$ cat src/rtl/rf_wr_arbiter.sv
// rf_wr_arbiter: two writeback sources share the regfile's single write port.
// It also tracks registers with long-latency results still outstanding and
// raises a decode stall on RAW and WAW hazards.
module rf_wr_arbiter #(
  parameter int ROUND_ROBIN = 1,
  parameter int AW          = 5,
  parameter int DW          = 32
) (
  input  logic          clk,
  input  logic          reset,
  input  logic          s0_valid,
  output logic          s0_ready,
  input  logic [AW-1:0] s0_addr,
  input  logic [DW-1:0] s0_data,
  input  logic          s1_valid,
  output logic          s1_ready,
  input  logic [AW-1:0] s1_addr,
  input  logic [DW-1:0] s1_data,
  input  logic          issue_vld,
  input  logic [AW-1:0] issue_addr,
  input  logic [AW-1:0] rd_addr1,
  input  logic [AW-1:0] rd_addr2,
  output logic          stall,
  output logic          rf_we,
  output logic [AW-1:0] rf_addr3,
  output logic [DW-1:0] rf_wd3
);

  localparam int NREG = 1 << AW;

  // last_grant_q: 0 = s0 won the last grant, 1 = s1 won it
  logic            last_grant_q;
  logic            rf_we_q;
  logic [AW-1:0]   rf_addr3_q;
  logic [DW-1:0]   rf_wd3_q;
  logic [NREG-1:0] pending_q;
  logic [NREG-1:0] pending_d;
  logic [NREG-1:0] set_vec;
  logic [NREG-1:0] clr_vec;
  logic            grant0;
  logic            grant1;
  logic            hz_rd1;
  logic            hz_rd2;
  logic            hz_waw;
  logic            hz_inflight;
  logic            issue_set;

  // Arbitration: a lone requester always wins; on conflict either rotate or favour s0
  always_comb begin
    grant0 = 1'b0;
    grant1 = 1'b0;
    if (!reset) begin
      if (s0_valid && s1_valid) begin
        if ((ROUND_ROBIN != 0) && !last_grant_q) grant1 = 1'b1;
        else                                      grant0 = 1'b1;
      end else if (s0_valid) begin
        grant0 = 1'b1;
      end else if (s1_valid) begin
        grant1 = 1'b1;
      end
    end
  end

  assign s0_ready = grant0;
  assign s1_ready = grant1;

  // Hazard detection against outstanding long-latency results and the write in flight
  always_comb begin
    hz_rd1      = (rd_addr1 != '0) && pending_q[rd_addr1];
    hz_rd2      = (rd_addr2 != '0) && pending_q[rd_addr2];
    hz_waw      = issue_vld && pending_q[issue_addr];
    hz_inflight = rf_we_q && (((rf_addr3_q == rd_addr1) && (rd_addr1 != '0)) ||
                              ((rf_addr3_q == rd_addr2) && (rd_addr2 != '0)));
  end

  assign stall     = !reset && (hz_rd1 || hz_rd2 || hz_waw || hz_inflight);
  assign issue_set = issue_vld && (issue_addr != '0) && !stall;

  // One-hot set/clear requests for the pending scoreboard
  always_comb begin
    set_vec = '0;
    clr_vec = '0;
    if (issue_set) set_vec = NREG'(1) << issue_addr;
    if (grant1)    clr_vec = NREG'(1) << s1_addr;
  end

  // Per-register next state: a new issue outranks a same-cycle retirement; r0 never pends
  generate
    for (genvar gi = 0; gi < NREG; gi++) begin : g_pend
      if (gi == 0) begin : g_zero
        assign pending_d[gi] = 1'b0;
      end else begin : g_bit
        assign pending_d[gi] = set_vec[gi] | (pending_q[gi] & ~clr_vec[gi]);
      end
    end
  endgenerate

  // Scoreboard register
  always_ff @(posedge clk) begin
    if (reset) pending_q <= '0;
    else       pending_q <= pending_d;
  end

  // Remember the most recent winner; starts as s1 so s0 takes the first conflict
  always_ff @(posedge clk) begin
    if (reset)       last_grant_q <= 1'b1;
    else if (grant0) last_grant_q <= 1'b0;
    else if (grant1) last_grant_q <= 1'b1;
  end

  // Write stage: register the winner; writes to r0 are accepted but never enabled
  always_ff @(posedge clk) begin
    if (reset) begin
      rf_we_q    <= 1'b0;
      rf_addr3_q <= '0;
      rf_wd3_q   <= '0;
    end else begin
      rf_we_q <= (grant0 && (s0_addr != '0)) || (grant1 && (s1_addr != '0));
      if (grant0) begin
        rf_addr3_q <= s0_addr;
        rf_wd3_q   <= s0_data;
      end else if (grant1) begin
        rf_addr3_q <= s1_addr;
        rf_wd3_q   <= s1_data;
      end
    end
  end

  assign rf_we    = rf_we_q;
  assign rf_addr3 = rf_addr3_q;
  assign rf_wd3   = rf_wd3_q;

endmodule

$ cat config.mk
export PLATFORM = sky130hd
export DESIGN_NAME = rf_wr_arbiter
export DESIGN_NICKNAME = d
export VERILOG_FILES = /design/src/rtl/rf_wr_arbiter.sv
export SDC_FILE = /design/constraint.sdc
export NUM_CORES = 1
export LEC_CHECK = 0
export ABC_CLOCK_PERIOD_IN_PS = 3650
export BUFFER_PORTS_ARGS = -buffer_cell sky130_fd_sc_hd__buf_4
export CELL_PAD_IN_SITES_DETAIL_PLACEMENT = 2
export CELL_PAD_IN_SITES_GLOBAL_PLACEMENT = 2
export CORE_UTILIZATION = 30
export CTS_CLUSTER_DIAMETER = 30
export DETAILED_ROUTE_END_ITERATION = 6
export PLACE_DENSITY = 0.88
export SYNTH_ARGS = -nofsm -noshare
export SYNTH_HDL_FRONTEND = slang
export SYNTH_SLANG_ARGS = --single-unit
$ cat constraint.sdc
create_clock -name clk -period 3.65 [get_ports clk]
set_input_delay 0.9125 -clock clk [delete_from_list [all_inputs] [get_ports clk]]
set_output_delay 0.9125 -clock clk [all_outputs]
set_load 0.02 [all_outputs]
==> results by group <==
Timing
  • FMAX: 278.6 MHz
  • Hold WS: 0.5063 ns
  • Final setup viols: 0
  • Fin. max-slew vios: 0
  • Slew headroom: 0.5806
  • RSZ-0062 raised after global routing: false
  • Tightest Pin Transition: 0.6290 ns
  • Final min period: 3.590 ns
  • Tcrit/Tclk final: 0.9836
  • TNS Setup: 0 ns
  • Post-route setup slack: 0.05998 ns
  • Fin. Hold Viols: 0
  • Worst Skew: 0.007263 ns

Worst setup path
  • WP data arrival: 2.68 ns
  • Critical-path top delay cell: mux4_2
  • WP buf/inv: 2
  • Worst Path Required: 2.74 ns
  • Critical path type: primary input to output port
  • Crit end category: output port
  • Critical Path Most Common Cell: buf_4
  • CP Cell Sequence: buf_4 -> mux4_2 -> mux2_2 -> a32o_1 -> o21ai_1 -> nand3_2 -> o21a_1 -> buf_4
  • CP delay by family, top: multiplexers
  • Startpoint types: primary input
  • Worst path max stage delay: between 0.5 and 0.6 ns
  • Crit path max fanout: 5

Clock tree
  • CTS sink count: 70
  • Clock Pin Slew Worst Setup and Hold Paths: roughly 0.06 ns
  • CTS Buffer Depth: 2
  • Clk root buf: clkbuf_16
  • Total CTS buffers: 9
  • Clk_lat worst skew: 0.34 ns
  • Post-CTS Setup Bufs: 0
  • CTS tree: yes
  • H-tree depth: 3

Routing
  • WL/cell: roughly 24 um
  • Via Count: 4408
  • Antenna viol nets, final: 0
  • Pre-antenna DRT Iters: 4
  • Iteration-0 DRC Markers: 245
  • Drt total wl: approximately 18 mm
  • Drt drc: 0
  • Via/cell ratio: 5.838

Yosys
  • Synthesized area per cell: 9.075 um2
  • Syn Inst Count: 462
  • Main synth FF type: dfxtp_1
  • Post-synth cell types: 49
  • YS warnings: 0
  • Post-synth ARST share: 0
  • FF+latch count, synth: 70
  • Number of flops mapped to enable cells by yosys: 0
  • Syn nets: 556
  • Register area share after synthesis: 0.3342
  • Post-Syn Area: 4193 um2

Finish
  • Commonest non-fill, non-tap cell in the layout: buf_4
  • Final std cells w/o fill: 755
  • Layout cells sized above 1: 0.3282
  • Layout area overhead: 33.84%
  • Ant. Diodes: 0
  • Commonest cells after routing, fill and taps aside: buf_4 (143), dfxtp_1 (70), nor2_1 (51)
  • Fill cell count: 1505
  • Nets: between 600 and 700

Power
  • Sw Share: 0.2932
  • Gate power share: 0.212
  • Switching Power: 0.6414 mW
  • Worst VDD drop: 195.8 uV
  • Int Pwr: ~1.5 mW
  • Lkg Pwr: 2.178 nW
  • Clk pwr share: 0.408
  • Total power draw: 2.188 mW
  • Seq pwr share: 0.380
  • PwrDens: 389.8 nW/um2

Placement
  • Worst slack at placement: 0.05987 ns
  • Dpl cells: 740
  • Post-DP HPWL: 13.09 mm
  • Port Buf Inserts: 134
  • Routability congestion estimate: 0.9026

Floorplanning
  • Ports: 135
  • Die area: 14450 um2
  • Starting Density: 0.3117
  • Core ar.: 13450 um2
  • DIE WIDTH: roughly 120 um
  • Cell Rows: 42
  • Die Y: 120.2 um

Outcome
  • Run status: completed

Flow run
  • Max-Cap Viols: 0

GRT
  • Initial antenna violation count: 0
  • First-pass GRT wire length: 27.34 mm
  • Vias in the first global route: approximately 4800
  • Largest net degree at the start of global routing: 59
  • GRT met3 Usage: 0.03113
  • Total global-route track usage: 0.2492
  • Met1 Usage GRT: 0.3036
  • Remaining Overflow, GRT: 0
  • Most Crowded Layer GR: met2
  • Met2 usage: 0.4494

Min path
  • Min-delay worst type: flip-flop to flip-flop
metal layers:
metal | wire [um] | share of wire
met5 | 0 | 0
met4 | 358 | 0.020
met3 | 703 | 0.040
met2 | 9461 | 0.53
met1 | 7252 | 0.41
path summary, 6_finish.rpt:
path | from | endpoint | slack (ns) | depth (start not counted)
hold / removal | rf_wd3[28] | rf_wd3[28] | 0.51 | 2
hold reg to reg | rf_wd3[28] | rf_wd3[28] | 0.51 | 2
setup / recovery | rd_addr2[0] | stall | 0.06 | 8
setup reg to reg | pending_q[15] | pending_q[19] | 1.08 | 7
cell families (layout without fill, tap and decap cells):
kind of cell,count (synthesis),count (layout),synth area share
AO/OA/AOI/OAI,123,123,0.2128
XOR/XNOR,9,9,0.01880
buffers and inverters,46,163,0.04923
flip-flops,70,70,0.3342
multiplexers,74,74,0.2193
AND/OR/NAND/NOR,140,140,0.1656
stage by stage:
step	utilization	cell area, um2
finish	0.4171	5612
global route	0.4171	5612
CTS	0.4168	5607
detailed placement	0.3945	5308
global placement	0.3945	5308
floorplan	-	4193
final cells by class:
class | instances | area, um2 | share of cell area
clock buffer | 10 | 239.0 | 0.04259
clock inverter | 5 | 60.06 | 0.01070
inverter | 5 | 18.77 | 0.003344
multi-input combinational | 346 | 2599 | 0.4631
sequential | 70 | 1401 | 0.2497
tap | 176 | 220.2 | 0.03924
timing repair buffer | 143 | 1074 | 0.1913
power groups by stage:
stage,logic (mW),registers [mW],clock network (mW)
after global placement,0.435,0.845,0
after floorplan,0.208,0.881,0
final,0.463,0.832,0.893
after CTS,0.463,0.832,0.908
after global routing,0.494,0.836,0.937
after detailed placement,0.457,0.848,0
worst min-delay path, stage by stage, from the launching register on:
cell,delay [ns]
dfxtp_1,0.31
nor2_1,0.10
a211oi_1,0.05
state kept, by name, indices dropped and copies added (netlist names):
name	cells
last_grant_q	1
pending_q	31
rf_addr3	5
rf_wd3	32
rf_we	1
cells in the mapped netlist, drive strengths merged (2+ instances only):
library cell	count	area, um2
a21oi	3	15.01
mux2i	48	480.5
nor2	52	195.2
or3	2	12.51
o41ai	15	131.4
mux2	13	146.4
clkbuf	28	105.1
nand4	2	12.51
o311ai	8	70.07
nand3b	4	30.03
nor3	4	20.02
xor2	3	26.28
xnor2	6	52.55
nand2	19	71.32
a2111oi	3	26.28
nor4b	2	17.52
and2	2	12.51
nand2b	10	62.56
buf	13	82.57
inv	4	15.01
a211oi	37	277.8
o21ai	23	115.1
o211ai	20	150.1
nor2b	5	33.78
nor4	4	40.04
or4	3	22.52
o22ai	5	31.28
nand3	27	135.1
mux4	13	292.8
dfxtp	70	1401
what timing repair did:
item / 4_1_cts / 5_1_grt
resized for setup: 0 / 2
endpoints found under the hold margin: 0 / 0
hold buffers: 0 / 0
setup endpoints to repair: 0 / 1
No activity file was read; power rests on OpenSTA's default activity.
